$ cat config.mk
export PLATFORM = sky130hd
export DESIGN_NAME = rf_wb_arbiter
export DESIGN_NICKNAME = d
export VERILOG_FILES = /design/src/rtl/rf_ctrl_pkg.sv /design/src/rtl/rf_scoreboard.sv /design/src/rtl/rf_wb_arbiter.sv
export SDC_FILE = /design/constraint.sdc
export NUM_CORES = 1
export LEC_CHECK = 0
export CORE_AREA = 5 5 92 94
export CTS_CLUSTER_SIZE = 25
export DETAILED_ROUTE_END_ITERATION = 7
export DIE_AREA = 0 0 97 99
export PLACE_DENSITY = 0.76
export RECOVER_POWER = 100
export SKIP_LAST_GASP = 1
export SYNTH_ARGS = -nofsm -noshare
export SYNTH_HDL_FRONTEND = slang
export SYNTH_HIERARCHICAL = 1
export SYNTH_SLANG_ARGS = --single-unit
$ cat constraint.sdc
create_clock -name clk_i -period 4.73 [get_ports clk_i]
set_clock_uncertainty 0.05 [all_clocks]
set_input_delay 0.946 -clock clk_i [delete_from_list [all_inputs] [get_ports clk_i]]
set_output_delay 0.946 -clock clk_i [all_outputs]
set_load 0.01 [all_outputs]
$ cat src/rtl/rf_ctrl_pkg.sv
// Shared constants and types for the register-file write-back control slice.
package rf_ctrl_pkg;

  localparam int NREGS  = 32;
  localparam int REG_AW = 5;
  localparam int XLEN   = 32;

  typedef enum logic {
    ARB_CORE  = 1'b0,
    ARB_FORCE = 1'b1
  } arb_state_e;

endpackage

$ cat src/rtl/rf_scoreboard.sv
// Busy bits for registers with loads in flight, plus the decode hazard compare.
module rf_scoreboard
  import rf_ctrl_pkg::*;
(
  input  logic              clk_i,
  input  logic              rst_i,
  input  logic              set_en_i,
  input  logic [REG_AW-1:0] set_addr_i,
  input  logic              clr_en_i,
  input  logic [REG_AW-1:0] clr_addr_i,
  input  logic [REG_AW-1:0] raddr1_i,
  input  logic [REG_AW-1:0] raddr2_i,
  input  logic              wr_en_i,
  input  logic [REG_AW-1:0] wr_addr_i,
  output logic [NREGS-1:0]  busy_o,
  output logic              hazard_o
);

  logic [NREGS-1:0] busy_q, busy_d;
  logic [NREGS-1:0] set_mask, clr_mask;

  // Set is applied after clear so a same-cycle issue and write-back keep the bit.
  always_comb begin
    set_mask = '0;
    clr_mask = '0;
    if (set_en_i && (set_addr_i != '0)) set_mask[set_addr_i] = 1'b1;
    if (clr_en_i) clr_mask[clr_addr_i] = 1'b1;
    busy_d    = (busy_q & ~clr_mask) | set_mask;
    busy_d[0] = 1'b0;
  end

  always_ff @(posedge clk_i or posedge rst_i) begin
    if (rst_i) busy_q <= '0;
    else       busy_q <= busy_d;
  end

  assign hazard_o = busy_q[raddr1_i] | busy_q[raddr2_i] | (wr_en_i & busy_q[wr_addr_i]);
  assign busy_o   = busy_q;

endmodule

$ cat src/rtl/rf_wb_arbiter.sv
// Shares the register-file write port between core results and LSU load data,
// with a starvation guard that forces an LSU grant after STARVE_LIMIT losses.
module rf_wb_arbiter
  import rf_ctrl_pkg::*;
#(
  parameter int STARVE_LIMIT = 3
) (
  input  logic              clk_i,
  input  logic              rst_i,
  input  logic              core_we_i,
  input  logic [REG_AW-1:0] core_waddr_i,
  input  logic [XLEN-1:0]   core_wdata_i,
  output logic              core_stall_o,
  input  logic [REG_AW-1:0] read_addr1_i,
  input  logic [REG_AW-1:0] read_addr2_i,
  output logic              hazard_o,
  input  logic              lsu_issue_i,
  input  logic [REG_AW-1:0] lsu_issue_rd_i,
  input  logic              lsu_valid_i,
  input  logic [REG_AW-1:0] lsu_waddr_i,
  input  logic [XLEN-1:0]   lsu_wdata_i,
  output logic              lsu_ready_o,
  output logic              rf_we_o,
  output logic [REG_AW-1:0] rf_waddr_o,
  output logic [XLEN-1:0]   rf_wdata_o,
  output logic [NREGS-1:0]  busy_o
);

  localparam int CNT_W = $clog2(STARVE_LIMIT + 1);

  arb_state_e       state_q, state_d;
  logic [CNT_W-1:0] cnt_q, cnt_d;
  logic             hazard;
  logic             lsu_hs;
  logic             core_grant;

  rf_scoreboard u_scoreboard (
    .clk_i      (clk_i),
    .rst_i      (rst_i),
    .set_en_i   (lsu_issue_i),
    .set_addr_i (lsu_issue_rd_i),
    .clr_en_i   (lsu_hs),
    .clr_addr_i (lsu_waddr_i),
    .raddr1_i   (read_addr1_i),
    .raddr2_i   (read_addr2_i),
    .wr_en_i    (core_we_i),
    .wr_addr_i  (core_waddr_i),
    .busy_o     (busy_o),
    .hazard_o   (hazard)
  );

  assign hazard_o = hazard;

  always_comb begin
    state_d      = state_q;
    cnt_d        = cnt_q;
    core_stall_o = 1'b1;
    lsu_ready_o  = 1'b0;
    if (!rst_i) begin
      case (state_q)
        ARB_CORE: begin
          core_stall_o = hazard;
          lsu_ready_o  = !(core_we_i && !hazard);
          if (lsu_valid_i && !lsu_ready_o) begin
            cnt_d = cnt_q + CNT_W'(1);
            if (cnt_q == CNT_W'(STARVE_LIMIT - 1)) state_d = ARB_FORCE;
          end else begin
            cnt_d = '0;
          end
        end
        ARB_FORCE: begin
          core_stall_o = 1'b1;
          lsu_ready_o  = 1'b1;
          // Ready is forced high, so this cycle ends with a handshake or an idle LSU.
          state_d      = ARB_CORE;
          cnt_d        = '0;
        end
        default: begin
          state_d = ARB_CORE;
          cnt_d   = '0;
        end
      endcase
    end
  end

  always_ff @(posedge clk_i or posedge rst_i) begin
    if (rst_i) begin
      state_q <= ARB_CORE;
      cnt_q   <= '0;
    end else begin
      state_q <= state_d;
      cnt_q   <= cnt_d;
    end
  end

  assign lsu_hs     = lsu_valid_i & lsu_ready_o;
  assign core_grant = core_we_i & !core_stall_o;

  always_comb begin
    rf_we_o    = 1'b0;
    rf_waddr_o = '0;
    rf_wdata_o = '0;
    if (lsu_hs) begin
      rf_we_o    = (lsu_waddr_i != '0);
      rf_waddr_o = lsu_waddr_i;
      rf_wdata_o = lsu_wdata_i;
    end else if (core_grant) begin
      rf_we_o    = (core_waddr_i != '0);
      rf_waddr_o = core_waddr_i;
      rf_wdata_o = core_wdata_i;
    end
  end

endmodule

## After elaboration in Yosys (flattened, before gate mapping)

Cells that the tools add are included.

| storage, ports and cells | value |
|---|---|
| bits in registers | 34 |
| bits in latches | 0 |
| RAM bits | 0 |
| ROM bits | 0 |
| input port bits | 94 |
| output and inout bits | 73 |
| word-level logic and storage cells | 59 |
| memories | 0 |

| operators by class | value |
|---|---|
| $add $sub $neg | 1 |
| $mul | 0 |
| div/mod/pow operators | 0 |
| order comparisons | 7 |
| equal/unequal tests | 1 |
| shifts and indexed selects | 0 |
| mux-type cells | 27 |
| bitwise gates (word level) | 9 |
| reduce and logical (&&, ||, !) cells | 11 |

Operator list:

| cell | number |
|---|---|
| two-way mux 32 bit | 4 |
| bitwise AND 32 bit | 1 |
| NOT 32 bit | 1 |
| bitwise OR 32 bit | 1 |
| < comparator 5 x 6 -> 1 bit, second input constant | 5 |
| binary-select mux 1 bit (select 5 bit) | 3 |
| nonzero test 5 bit | 3 |
| two-way mux 1 bit | 11 |
| demux 1 bit (select 5 bit) | 2 |
| >= comparator 5 x 1 -> 1 bit, second input constant | 2 |
| two-way mux 5 bit | 2 |
| one-hot mux 1 bit (2 select lines) | 3 |
| logical AND 1 bit | 5 |
| one-hot mux 2 bit (2 select lines) | 1 |
| bitwise AND 1 bit | 3 |
| logical NOT 1 bit | 3 |
| adder 2 x 1 -> 2 bit, second input constant | 1 |
| equality test 2 bit, second input constant | 1 |
| two-way mux 2 bit | 1 |
| bitwise OR 1 bit | 2 |
| NOT 1 bit | 1 |

## Longest topological paths before layout

| depth | value |
|---|---|
| depth after elaboration | 14 |
| depth in mapped cells | 12 |
| depth with buffers taken out | 10 |

## Modules after synthesis

Netlist, hierarchy kept.

Modules (own cells, without submodules):

| module | times used | cells each | area an instance (µm²) | seq. area each (µm²) |
|---|---|---|---|---|
| rf_scoreboard | 1 | 202 | 2162.1 | 775.7 |
| rf_wb_arbiter | 1 | 70 | 599.3 | 75.1 |

## Worst setup path before layout

No wires, ideal clock.

| timing | value |
|---|---|
| path kind | in2out |
| start | input read_addr2_i[0] |
| end | output rf_wdata_o[12] |
| data arrival time | 3115 ps |
| required time | 3734 ps |
| setup slack | 619 ps |
| cell stages on the path | 11 |
| path buffers | 3 |
| cell sequence | buf_6 > mux4_1 > mux2i_1 > o22ai_1 > nor3_1 > nand4_1 > nor3b_2 > nor3b_2 > buf_4 > buf_6 > a22o_1 |

| between the ends | value |
|---|---|
| longest elaborated chain between the ends | 11 |
| elaborated cells between the ends (all ways) | 16 |
| those cells by class | mux: 8; bitwise: 4; reduce/logical: 4 |

RTL lines:

| element | RTL line | source |
|---|---|---|
| start: declaration | rf_wb_arbiter.sv:15 | `input logic [REG_AW-1:0] read_addr2_i,` |
| binary-select mux 1 bit (select 5 bit) (*) | rf_scoreboard.sv:37 | `assign hazard_o = busy_q[raddr1_i] \| busy_q[raddr2_i] \| (wr_en_i & busy_q[wr_addr_i]);` |
| two-way mux 1 bit (not written as such) (*) | rf_scoreboard.sv:37 |  |
| bitwise OR 1 bit (*) (2 in series) | rf_scoreboard.sv:37 |  |
| net hazard_o | rf_wb_arbiter.sv:16 | `output logic hazard_o,` |
| logical NOT 1 bit | rf_wb_arbiter.sv:63 | `lsu_ready_o = !(core_we_i && !hazard);` |
| logical AND 1 bit | rf_wb_arbiter.sv:63 |  |
| logical NOT 1 bit | rf_wb_arbiter.sv:63 |  |
| one-hot mux 1 bit (2 select lines) | rf_wb_arbiter.sv:60 | `case (state_q)` |
| two-way mux 1 bit | rf_wb_arbiter.sv:59 | `if (!rst_i) begin` |
| bitwise AND 1 bit | rf_wb_arbiter.sv:96 | `assign lsu_hs = lsu_valid_i & lsu_ready_o;` |
| two-way mux 32 bit (*) | rf_wb_arbiter.sv:103 | `if (lsu_hs) begin` |
| end: declaration | rf_wb_arbiter.sv:25 | `output logic [XLEN-1:0] rf_wdata_o,` |

The timed path passes the listed nets; every way through them passes the cells marked *. The select of a mux whose other input is x is not followed.

## Final worst setup path

| timing | value |
|---|---|
| start | input read_addr1_i[0] |
| end | output rf_wdata_o[18] |

| between the ends | value |
|---|---|
| longest elaborated chain between the ends | 11 |
| elaborated cells between the ends (all ways) | 16 |
| those cells by class | mux: 8; bitwise: 4; reduce/logical: 4 |

RTL lines:

| element | RTL line | source |
|---|---|---|
| start: declaration | rf_wb_arbiter.sv:14 | `input logic [REG_AW-1:0] read_addr1_i,` |
| binary-select mux 1 bit (select 5 bit) (*) | rf_scoreboard.sv:37 |  |
| two-way mux 1 bit (not written as such) (*) | rf_scoreboard.sv:37 |  |
| bitwise OR 1 bit (*) (2 in series) | rf_scoreboard.sv:37 |  |
| logical NOT 1 bit | rf_wb_arbiter.sv:63 |  |
| logical AND 1 bit | rf_wb_arbiter.sv:63 |  |
| logical NOT 1 bit | rf_wb_arbiter.sv:63 |  |
| one-hot mux 1 bit (2 select lines) | rf_wb_arbiter.sv:60 |  |
| two-way mux 1 bit | rf_wb_arbiter.sv:59 |  |
| bitwise AND 1 bit | rf_wb_arbiter.sv:96 |  |
| two-way mux 32 bit (*) | rf_wb_arbiter.sv:103 |  |

Every way passes the cells marked *; elsewhere a longest branch is shown, timed or not. The select of a mux whose other input is x is not followed.

==> summary.txt <==
GRT
  – Largest net degree at the start of global routing: 32
  – Total gr overflow: 0
  – Number of global-route vias before repair: 3240
  – Initial antenna violation count: 0
  – Total track usage: 25.0%
  – First-pass GRT wire length: 19100 µm

Timing
  – Final Hold Vio Count: 0
  – Worst Tran Pin Value: roughly 1100 ps
  – RSZ-0062 raised after global routing: no
  – TNS Setup: 0 ps
  – Slew Viols, Final: 0
  – Slew Limit Headroom: 26.0%
  – Fin crit share: between 90% and 100%
  – Setup Viol. Count Final: 0
  – Fmax: 217 MHz
  – Crit path time final: 4610 ps

Logic synthesis
  – Async SR Flop Fraction: 100%
  – Cells after synthesis: 272
  – Post-synth EDFFs: 0
  – Top post-synthesis cells by area: dfrtp_1 31%, a22o_1 12%, o21ai_0 11%
  – Flops & latches, synth: 34
  – Cell taking the most area after synthesis: dfrtp_1
  – Ys Warns: 6
  – Synthesized area per cell: 10.2 µm²
  – Cell variety after synth: 43
  – Top cell type's share of synthesized area: approximately 30%
  – Top FF cell, synth: dfrtp_1
  – Seq/Total Area, Yosys: 30.8%
  – Post-Syn Area: between 0.002 and 0.003 mm²
  – Post-synth top cells: 63 x o21ai_0, 38 x a22o_1, 34 x dfrtp_1
  – Syn_nets: between 300 and 400
  – Most common cell in the netlist: o21ai_0

Power and ir drop
  – PwrDens: ~290 mW/mm²
  – Leakage power: 0.00193 µW
  – Overall Power: ~1300 µW
  – Worst VDD drop: 0.144 mV

Placed design
  – GPL Wtd Cong: ~0.9
  – Port bufs: ~170
  – Hpwl dp: 9510 µm

Clocking
  – Sink Count: 34
  – CTS max path bufs: 2
  – H-Tree Depth: 2
  – Clk_lat worst skew: ~280 ps
  – CTS tree: yes
  – Hold_buf cts: 0
  – Total CTS buffers: 5
  – Clock transition at the registers of the reported paths: 70 ps
  – Root buf cell: clkbuf_8

Worst setup path
  – Critical path cell sequence: clkdlybuf4s50_1 > buf_6 > mux4_2 > nand2_1 > o211ai_1 > o211ai_2 > nand4_1 > clkbuf_1 > nor4b_4 > buf_6 > buf_4 > buf_4 > a22o_1 > clkbuf_2
  – Crit-path max cell delay: 490 ps
  – WS Path Type: input pin to primary output
  – Critical Path RT: ~3700 ps
  – Crit-path slowest cell: mux4_2
  – Crit Reg-Reg Startpoint: u_scoreboard/busy_o[10]$_DFF_PP0_
  – Startpoint types: input pin
  – Critical Path Start: read_addr1_i[0]
  – CP Data Arrival Time: 3620 ps
  – Crit. End Element: primary output
  – Critical Path Fanout Max: 10

Finish
  – Layout Area Growth over Synthesis: 70.1%
  – Layout cells sized above 1: 20.1%
  – Fillcell total: around 650
  – Fin util: 62.1%
  – # diodes: 0
  – NumNets Final: 556

Detailed routing
  – Wire per inst: ~22 µm
  – DRC: 0
  – Via/cell ratio: 5.74
  – Via count: approximately 3200
  – First drt pass iteration count: 5
  – Routed Antenna Nets: 0
  – DRT iter0 DRCs: 329
  – Final WL: 12600 µm

Floorplan
  – Core area: 0.00757 mm²
  – I/O pins: ~170
  – Die X: 97 µm
  – Die Footprint: 0.00960 mm²
  – Starting Density: 36.5%
  – Die H: roughly 99 µm
  – Std cell rows: 32

Min path
  – Tightest Hold Check Type: register to register
  – Worst hold start: cnt_q[0]$_DFFE_PP0N_

Flow run
  – Max-cap violations: 0

Run status
  – Run status: finished clean
[through the flow]
step / hold slack [ps] / cells / cell area [µm²] / worst slack (ps)
after floorplan: 395 / 272 / 2760 / 619
after global placement: 409 / 544 / 4640 / -442
after detailed placement: 427 / 544 / 4640 / -440
after CTS: 436 / 559 / 4720 / -98.3
after global routing: 473 / 564 / 4700 / 5.72
final: 431 / 564 / 4700 / 118
[path summary, 6_finish.rpt]
kind	endpoint	slack (ps)	cells after the start
worst max-delay path	rf_wdata_o[18]	120	14
worst min-delay path	cnt_q[0]$_DFFE_PP0N_	430	1
worst max register to register	u_scoreboard/busy_o[28]$_DFF_PP0_	1310	12
worst min register to register	cnt_q[0]$_DFFE_PP0N_	430	1
max in group asynchronous	u_scoreboard/busy_o[30]$_DFF_PP0_	2380	2
min in group asynchronous	cnt_q[0]$_DFFE_PP0N_	1150	2
[worst max-delay path, delay by kind of cell]
kind | cells | cell delay (ps)
buf+inv | 7 | 1340
mux | 1 | 490
simple gates | 3 | 470
compound gates | 3 | 360
[per-layer routing]
layer | routed length (µm) | up-vias | global-route usage [%]
met3 | 1190 | 20 | 5.31
li1 | - | 1466 | -
met2 | 6260 | 195 | 42.1
met4 | 176 | 0 | 5.62
met1 | 4970 | 1558 | 33.2
met5 | 0 | - | 0
[timing repair]
action                     CTS  global route
buffers inserted             5             5
setup endpoints to repair   40            39
cloned                       2             1
resized for setup          116            41
pin swaps                    5             7
[flip-flops by register name (all words and copies together), names as in the netlist]
name and count:
u_scoreboard/busy_o 31, state_q 1, cnt_q 2
[layout make-up]
type	instances	area [µm²]	area share, %
clock buffer	7	86.3	1.84
clock inverter	1	5.00	0.107
inverter	5	18.8	0.400
multi-input combinational	214	1770	37.7
sequential	34	851	18.1
tap	102	128	2.72
timing repair buffer	201	1840	39.1
[cell usage in the layout (no fill, tap or decap), drive strengths merged, types with 2 or more instances in the layout]
master,count
o21ai,65
dfrtp,34
clkdlybuf4s50,88
nor3,3
or3b,5
dlygate4sd3,32
mux2i,12
o211ai,2
nand3b,12
nand3,8
nand4,2
nand2,12
inv,5
nor3b,5
clkdlybuf4s15,2
buf,40
nor2,7
mux4,18
dlymetal6s2s,4
a21oi,2
dlygate4sd2,3
clkbuf,39
a22o,38
mux2,3
or3,3
[kinds of logic after synthesis]
logic type                 synth area share, %
adders and majority gates                0.453
and+or+nand+nor                           14.5
DFF                                       30.8
buffers and inverters                     5.03
AOI/OAI and AO/OA                         27.8
muxes                                     21.2
other                                    0.136
[power breakdown]
group          switching [µW]  internal [µW]
sequential                117            359
clock                    99.1            117
combinational             273            373
Note: power is estimated with default switching activity, not from simulation.
==> patch: new RTL, config.mk and constraints unchanged <==
Make the reset (`rst_i`) synchronous in 2 clocked blocks.
--- a/src/rtl/rf_scoreboard.sv
+++ b/src/rtl/rf_scoreboard.sv
@@ -31,3 +31,3 @@
 
-  always_ff @(posedge clk_i or posedge rst_i) begin
+  always_ff @(posedge clk_i) begin
     if (rst_i) busy_q <= '0;
--- a/src/rtl/rf_wb_arbiter.sv
+++ b/src/rtl/rf_wb_arbiter.sv
@@ -85,3 +85,3 @@
 
-  always_ff @(posedge clk_i or posedge rst_i) begin
+  always_ff @(posedge clk_i) begin
     if (rst_i) begin
Behaviour: differs if rst_i is asserted again (counterexample within 4 cycles, from zero or initial values and one cycle with rst_i high); with rst_i held inactive, the same outputs for 4 cycles.
==> patch against the unedited design <==
- synthesized cell count increased by 7.0%
- global-route usage down 0.70 points
- worst setup slack worse by 0.082 ns
- final area shrank 2.1%
- core utilization is 1.3 points lower
- routed wire length is 2.1% lower
- sequential cell count is the same
- fmax shrank 1.7%
- area after synthesis decreased by 4.2%
- sequential share of layout area shrank 3.3 points
- first-iteration DRC count decreased by 29%
- largest cell class is now multi-input gates
Power is not compared: it rests on default switching activity, and its combinational part moved more than twofold at a synthesized area within 25%.
==> patch: results (changes against the unedited design) <==
* Outcome: completed (unchanged)
* Synthesized instance count at 291 (was 272)
* Async S/R FF share, synth at 0 (was 1.00)
* Post-synthesis compound-gate area fraction at 0.261 (was 0.278)
* Met1 track demand over resource at 0.318 (was 0.332)
* Metal1 wirelength at 5.09 mm (was 4.97 mm)
* Fraction of area in multi-input gates at 0.402 (was 0.377)
* GRT Util Overall at 0.243 (was 0.250)
* Synth unique cells at 37 (was 43)
* Signal inverters at 4 (was 5)
* M2 GR Usage at 0.419 (was 0.421)
* First-pass GRT wire length at 18.8 mm (was 19.1 mm)
* Dpl cells at 560 (was 544)
* Crit-path max FO at 12 (was 10)
* Clk cell area share at 0.0199 (was 0.0194)
* Post-layout worst setup margin at 0.0357 ns (was 0.118 ns)
* Ys flop type: dfxtp_1 (was dfrtp_1)
* Final Non-Filler Cells at 584 (was 564)
* Hold_ws at 0.373 ns (was 0.431 ns)
* Largest cells by area after synthesis: dfxtp_1, mux4_2, a22o_1, o21ai_0, mux4_1 (was dfrtp_1, a22o_1, o21ai_0, mux4_2, mux4_1)
* Slowest-stage cell, CP: clkdlybuf4s50_1 (was mux4_2)
* Final design utilization at 0.608 (was 0.621)
* Sequential cell area fraction in the yosys report at 0.257 (was 0.308)
* Worst EP arrival at 3.70 ns (was 3.62 ns)
* WHS Endpoint: cnt_q[0] (unchanged)
* CTS resizes at 60 (was 116)
* Adder-Cell Fraction of Synth Area at 0.00473 (was 0.00453)
* Layout cell share with drive strength beyond 1 at 0.226 (was 0.201)
* WL met3 at 875 µm (was 1.19 mm)
* Placed inst area at 4530 µm² (was 4640 µm²)
* Total setup buffers inserted after CTS at 9 (was 5)
* R2R Path Start: u_scoreboard/busy_o[5] (was u_scoreboard/busy_o[10])
* Reg-to-reg endpoint: u_scoreboard/busy_o[20] (was u_scoreboard/busy_o[28])
* Hold_sp: cnt_q[0] (unchanged)
* WL met2 at 6.13 mm (was 6.26 mm)
* Sequential share of cell area at 0.148 (was 0.181)
* Placement Setup Slack at -0.603 ns (was -0.440 ns)
* Synth Net Count at 386 (was 367)
* Met3 Usage GRT at 0.0481 (was 0.0531)
* Multiplexer share of the synthesized area at 0.249 (was 0.212)
* Drt wl/cell at 21.1 µm (was 22.3 µm)
* Routed vias/inst at 5.60 (was 5.74)
## patch: changes by cell type after synthesis, moves of 4 or more
cell | before | now
dfrtp_1 | 34 | 0
dfxtp_1 | 0 | 34
o21ai_0 | 63 | 32
a21oi_1 | 2 | 31
nand2_1 | 12 | 39
nand3b_1 | 12 | 5
nand3_1 | 8 | 3
mux4_2 | 11 | 15
## patch: worst max-delay path: cells and delay by family
family | cells | cell delay, ns
multiplexers | 1 | 0.30
AND/OR/NAND/NOR | 4 | 0.58
AO/OA/AOI/OAI | 3 | 0.52
buffers and inverters | 5 | 1.32
## patch: worst max-delay path by stage
stage | from | endpoint | depth (start not counted)
after floorplan | read_addr2_i[1] | rf_wdata_o[11] | 11
after global placement | read_addr2_i[1] | rf_wdata_o[14] | 12
after detailed placement | read_addr2_i[1] | rf_wdata_o[30] | 13
after CTS | read_addr1_i[3] | rf_wdata_o[0] | 13
after global routing | read_addr1_i[3] | rf_wdata_o[25] | 13
final | read_addr1_i[3] | rf_wdata_o[25] | 13
